### src/rtl/tx_pkg.sv
// Shared types and constants for the parallel-to-serial lane transmitter.
package tx_pkg;

  localparam int BYTE_W = 8;
  localparam int CNT_W  = $clog2(BYTE_W);

  // K28.5 COM payload used as lane filler.
  localparam logic [BYTE_W-1:0] IDLE_SYM_DFLT = 8'hBC;

  typedef enum logic {
    ST_IDLE = 1'b0,
    ST_DATA = 1'b1
  } tx_state_t;

  // Serial bit that leaves the shifter for a given register image.
  function automatic logic ser_bit(input logic [BYTE_W-1:0] v, input bit msb_first);
    return msb_first ? v[BYTE_W-1] : v[0];
  endfunction

endpackage

### src/rtl/ser_shift_reg.sv
// Byte shifter: parallel load on LOAD, otherwise one-bit shift toward the serial output.
module ser_shift_reg import tx_pkg::*; #(
  parameter logic [BYTE_W-1:0] RST_VAL   = IDLE_SYM_DFLT,
  parameter bit                MSB_FIRST = 1'b1
) (
  input  logic              CLK,
  input  logic              RESET,
  input  logic              LOAD,
  input  logic [BYTE_W-1:0] LOAD_DATA,
  output logic              SER_OUT
);

  logic [BYTE_W-1:0] shift_reg;

  always_ff @(posedge CLK or posedge RESET) begin
    if (RESET)
      shift_reg <= RST_VAL;
    else if (LOAD)
      shift_reg <= LOAD_DATA;
    else if (MSB_FIRST)
      shift_reg <= {shift_reg[BYTE_W-2:0], 1'b0};
    else
      shift_reg <= {1'b0, shift_reg[BYTE_W-1:1]};
  end

  assign SER_OUT = ser_bit(shift_reg, MSB_FIRST);

endmodule

### src/rtl/par_to_ser_tx.sv
// Drains bytes from the upstream buffer through a one-byte holding register and
// serialises one byte per 8-cycle slot, filling empty slots with the idle symbol.
module par_to_ser_tx import tx_pkg::*; #(
  parameter logic [BYTE_W-1:0] IDLE_SYM  = IDLE_SYM_DFLT,
  parameter bit                MSB_FIRST = 1'b1
) (
  input  logic              CLK,
  input  logic              RESET,
  input  logic [BYTE_W-1:0] DATA_IN,
  input  logic              VALID_IN,
  output logic              READ,
  output logic              DATA_OUT,
  output logic              BYTE_SYNC,
  output logic              IDLE_OUT,
  output logic              OVERFLOW
);

  logic [CNT_W-1:0]  bit_cnt;
  logic [BYTE_W-1:0] hold_reg;
  logic              hold_valid;
  logic              ovf;
  tx_state_t         state, state_nxt;

  logic              load;
  logic              capture;
  logic [BYTE_W-1:0] load_data;

  // The edge that ends the last bit of a slot hands the next byte to the shifter.
  assign load      = (bit_cnt == CNT_W'(BYTE_W-1));
  assign capture   = VALID_IN && (!hold_valid || load);
  assign load_data = hold_valid ? hold_reg : IDLE_SYM;

  always_ff @(posedge CLK or posedge RESET) begin
    if (RESET)
      bit_cnt <= '0;
    else
      bit_cnt <= bit_cnt + CNT_W'(1);
  end

  // A capture on the load edge refills the slot that the shifter just emptied.
  always_ff @(posedge CLK or posedge RESET) begin
    if (RESET) begin
      hold_reg   <= '0;
      hold_valid <= 1'b0;
    end else if (capture) begin
      hold_reg   <= DATA_IN;
      hold_valid <= 1'b1;
    end else if (load) begin
      hold_valid <= 1'b0;
    end
  end

  always_ff @(posedge CLK or posedge RESET) begin
    if (RESET)
      ovf <= 1'b0;
    else if (VALID_IN && hold_valid && !load)
      ovf <= 1'b1;
  end

  always_ff @(posedge CLK or posedge RESET) begin
    if (RESET)
      state <= ST_IDLE;
    else
      state <= state_nxt;
  end

  always_comb begin
    state_nxt = state;
    if (load)
      state_nxt = hold_valid ? ST_DATA : ST_IDLE;
  end

  ser_shift_reg #(
    .RST_VAL   (IDLE_SYM),
    .MSB_FIRST (MSB_FIRST)
  ) u_shift (
    .CLK       (CLK),
    .RESET     (RESET),
    .LOAD      (load),
    .LOAD_DATA (load_data),
    .SER_OUT   (DATA_OUT)
  );

  assign BYTE_SYNC = (bit_cnt == '0);
  assign IDLE_OUT  = (state == ST_IDLE);
  assign READ      = (bit_cnt == '0) && !hold_valid;
  assign OVERFLOW  = ovf;

endmodule

### config.mk
export PLATFORM = sky130hd
export DESIGN_NAME = par_to_ser_tx
export DESIGN_NICKNAME = d
export VERILOG_FILES = /design/src/rtl/tx_pkg.sv /design/src/rtl/ser_shift_reg.sv /design/src/rtl/par_to_ser_tx.sv
export SDC_FILE = /design/constraint.sdc
export NUM_CORES = 1
export LEC_CHECK = 0
export BUFFER_PORTS_ARGS = -buffer_cell sky130_fd_sc_hd__buf_2
export CAP_MARGIN = 0
export CORE_UTILIZATION = 55
export CTS_CLUSTER_DIAMETER = 100
export DETAILED_ROUTE_END_ITERATION = 12
export GPL_ROUTABILITY_DRIVEN = 1
export PLACE_DENSITY = 0.79
export SETUP_SLACK_MARGIN = 0.1
export SYNTH_ARGS = -nofsm -noshare
export SYNTH_HDL_FRONTEND = slang
export SYNTH_SLANG_ARGS = --single-unit
### constraint.sdc
create_clock -name CLK -period 2.5 [get_ports CLK]
set_input_delay 0.25 -clock CLK [delete_from_list [all_inputs] [get_ports CLK]]
set_output_delay 0.25 -clock CLK [all_outputs]
set_load 0.01 [all_outputs]
After elaboration in Yosys (flattened, before gate mapping)
Cells that the tools add are included.
Widths: inputs -> output; s select.
{"block": "word_totals", "out_inout_bits": 5, "register_bits": 22}
{"block": "classes", "n_reduce_logical": 9, "n_eq_ne": 1, "addsub": 1, "n_mux": 5, "bitwise_logic": 1}
{"cell": "$mux 8", "n": 2}
{"cell": "$logic_and 1x1->1", "n": 4}
{"cell": "$add 3x1->3 const B", "n": 1}
{"cell": "$eq 3x3->1 const B", "n": 1}
{"cell": "$logic_not 3->1", "n": 1}
{"cell": "$mux 1", "n": 3}
{"cell": "$logic_not 1->1", "n": 2}
{"cell": "$reduce_bool 2->1", "n": 1}
{"cell": "$logic_or 1x1->1", "n": 1}
{"cell": "$not 1->1", "n": 1}

Logic depth before layout (Yosys ltp)
{"block": "depth", "ltp_word": 4, "depth_mapped": 5, "depth_no_buf": 5}

Cells and area by module
Synthesis repeated with hierarchy kept, for this count alone.
{"block": "unflattened", "cells_unflattened": 65, "hier_area_um2": 980.9}
{"mod": "par_to_ser_tx", "area_each_um2": 646.9, "seq_area_each_um2": 350.3, "n_inst": 1, "cells_each": 47}
{"mod": "ser_shift_reg", "area_each_um2": 334.1, "seq_area_each_um2": 206.4, "n_inst": 1, "cells_each": 18}

Least setup slack after synthesis
OpenSTA, ideal clock, no wires.
{"block": "synth_timing", "kind": "flip-flop to flip-flop", "start": "register bit_cnt[0]", "end": "register hold_reg[0]", "path_stages_with_launch": 6, "period_less_slack_ns": 1.576, "t_arrival_ns": 1.451, "slack_ns": 0.924, "path_buffers": 0, "cell_sequence": "dfrtp_1 > ha_1 > ha_1 > nand2b_2 > nand2_4 > mux2_4"}
{"block": "synth_between", "elab_chain_len": 3}
{"element": "start: declaration", "line": "par_to_ser_tx.sv:18", "source": "logic [CNT_W-1:0] bit_cnt;"}
{"element": "start signal: assignment", "line": "par_to_ser_tx.sv:37", "source": "bit_cnt <= bit_cnt + CNT_W'(1);"}
{"element": "$eq 3x3->1", "line": "par_to_ser_tx.sv:29", "source": "assign load = (bit_cnt == CNT_W'(BYTE_W-1));"}
{"element": "$logic_or 1x1->1", "line": "par_to_ser_tx.sv:30", "source": "assign capture = VALID_IN && (!hold_valid || load);"}
{"element": "$logic_and 1x1->1", "line": "par_to_ser_tx.sv:30"}
{"element": "end signal: assignment", "line": "par_to_ser_tx.sv:43", "source": "hold_reg <= '0;"}
{"element": "end signal: assignment", "line": "par_to_ser_tx.sv:46", "source": "hold_reg <= DATA_IN;"}
{"element": "end: declaration", "line": "par_to_ser_tx.sv:19", "source": "logic [BYTE_W-1:0] hold_reg;"}
Every way passes these cells.
A chain may end at the register's enable or synchronous reset.

Worst setup path after layout
{"block": "layout_timing", "start": "register bit_cnt[0]", "end": "register hold_reg[3]"}
The elaborated chain is that of the path after synthesis.

==> results_dict.tcl <==
set metrics [dict create \
    setup_slack_ps 634 \
    rows 14 \
    synth_area_um2 887 \
    post_cts_resized 0 \
    drt_pass1_iterations 4 \
    final.period_utilization 0.746 \
    cp.arrival_ps 2050 \
    timing.rr.end "hold_reg[3]$_DFFE_PP0P_" \
    combPwrFrac 0.112 \
    path_max_fanout 16 \
    clock-sinks 22 \
    ff_latch_area_um2 557 \
    crit_chain "ha_1 -> ha_1 -> nand2b_2 -> nand2_4 -> mux2_4" \
    rsz0062_at_grt "false" \
    hold_buffers 0 \
    die_w_um 42.2 \
    internal-power_mw 0.507 \
    grt_pass1_vias 574 \
    numPlacedInstances 95 \
    vdd_drop_max_mv 0.416 \
    rrSetupSlack_ps 630 \
    grt_usage 0.202 \
    worstRegToRegCells 5 \
    post_cts_buffers 0 \
    routedWlPerCell_um 14.0 \
    critPathLaunchType "register" \
    drtIter0Drc 2 \
    setup-tns-final_ps 0 \
    slew-limit-headroom 0.488 \
    die_y_um 42.2 \
    ys_top_cells_by_count "dfrtp_1, inv_1, mux2_4" \
    status "complete, no violations" \
    end_kind "register" \
    remaining_drc_errors 0 \
    netlist_instances 66 \
    final_area_um2 1000 \
    critical_path_class "register to register" \
    cts_tree "yes" \
    path_clk_slew_ps 110 \
    critPathMaxStageDelay_ps 400 \
    post-route-util 0.664 \
    seq_area_frac_synth 0.628 \
    grt_overflow 0 \
    dpl_worst_slack_ps 662 \
    drive_gt1_frac 0.398 \
    wl_mm 1.38 \
    syn_avg_cell_area_um2 13.4 \
    fill_cells 114 \
    pwr-share-clk 0.243 \
    hold_path_class "input port to async pin" \
    synth_most_common_cell "dfrtp_1" \
    post-route-min-period_ps 1870 \
    crit_family "adder cells" \
    yosysTopAreaCellShare 0.480 \
    power-per-cell-area_mw_per_mm2 652 \
    synthTopCellsByArea "dfrtp_1, dfstp_2, mux2_4, ha_1, inv_1" \
    crit_path_frequent_cell "ha_1" \
    area_growth_pct 12.7 \
    fmax_mhz 536 \
    via_per_inst 5.30 \
    ys.flop_type "dfrtp_1" \
    pwr-share-seq 0.645 \
    start_util 0.589 \
    synth-seq-cells 22 \
    clockBufferDepth 2 \
    p_switching_mw 0.144 \
    post_synth_num_cell_types 18 \
    report.final.slew_viol_count 0 \
    vias 525 \
    skew_ps 8.41 \
    diodes 0 \
    finalHoldViolations 0 \
    io_pins 16 \
    finalNetCount 98 \
    grt_max_degree 23 \
    synth_edf_count 0 \
    crit_required_ps 2690 \
    finalNonFillerCells 99 \
    hold_slack_ps 76.4 \
    antenna_left 0 \
    crit_cells 5 \
    rr_startpoint "bit_cnt[0]$_DFF_PP0_" \
    syn_nets 80 \
    postSynth.asyncResetShare 1.00 \
    io_buffers 15 \
    grt_pass1_wl_mm 2.64 \
    swShare 0.221 \
    crit_path_start "bit_cnt[0]$_DFF_PP0_" \
    drv_cap 0 \
    gp_congestion 0.723 \
    cts_inserted_buffers 3 \
    setup_viol 0 \
    cp_slowest_cell "dfrtp_1" \
    core_area_mm2 0.00151 \
    synth_top_area_cell "dfrtp_1" \
    worstSetupEndpoint "hold_reg[3]$_DFFE_PP0P_" \
    path_buf_inv 0 \
    clk_latency_ps 300 \
    ys_warn_count 0 \
    cts_htree_levels 1 \
    dpl-instance-area_um2 973 \
    cts_root_buf "clkbuf_4" \
    dieArea_mm2 0.00178 \
    antenna_found_initial 0 \
    p_total_mw 0.652 \
    p_leak_nw 0.529 \
    multi_input_area_um2 284 \
    worst_pin_slew_ps 766 \
]
## layout by cell type (no fill, tap or decap)
master,instances
mux2_4,8
nand2_1,2
o21bai_1,1
dfrtp_1,17
clkbuf_1,1
nand2b_2,1
dfstp_2,5
clkbuf_4,3
nand3_1,2
nor2b_1,2
nand2_4,1
o21ai_0,3
nor2_1,3
and3_1,1
buf_2,15
a31oi_1,3
o22a_1,2
inv_1,10
ha_1,3
## cell type report
| cell class | instances | area share |
|---|---|---|
| well taps | 16 | 0.0200 |
| multi-input cells | 32 | 0.284 |
| inverters | 10 | 0.0375 |
| flip-flops and latches | 22 | 0.557 |
| clock buffers | 4 | 0.0263 |
| repair buffers | 15 | 0.0751 |
## layer usage
metal | share of wire | GRT usage | vias to the layer above
met2 | 0.50 | 0.326 | 14
met1 | 0.45 | 0.271 | 261
li1 | - | - | 250
met3 | 0.046 | 0.0431 | 0
met4 | 0 | 0.0750 | 0
met5 | 0 | 0 | -
## kinds of logic after synthesis
family,synth area share
AOI/OAI and AO/OA,0.0663
adders and majority gates,0.0423
buffers and inverters,0.0522
DFF,0.628
and+or+nand+nor,0.0762
muxes,0.135
## worst min-delay path by stage
stage                     startpoint                      end  cells past startpoint
after floorplan                RESET     OVERFLOW$_DFFE_PP0P_                      1
after global placement         RESET     bit_cnt[1]$_DFF_PP0_                      2
after detailed placement       RESET  hold_reg[1]$_DFFE_PP0P_                      2
after CTS                      RESET  hold_reg[1]$_DFFE_PP0P_                      2
after global routing           RESET  hold_reg[0]$_DFFE_PP0P_                      2
final                          RESET  hold_reg[1]$_DFFE_PP0P_                      2
## power groups by stage
| stage | combinational, mW | sequential (mW) | clock (mW) |
|---|---|---|---|
| detailed placement | 0.0743 | 0.427 | 0 |
| floorplan | 0.0565 | 0.420 | 0 |
| finish | 0.0733 | 0.420 | 0.158 |
| global placement | 0.0708 | 0.425 | 0 |
| CTS | 0.0747 | 0.420 | 0.164 |
| global route | 0.0829 | 0.424 | 0.183 |
Power figures use the tool's default switching activity.
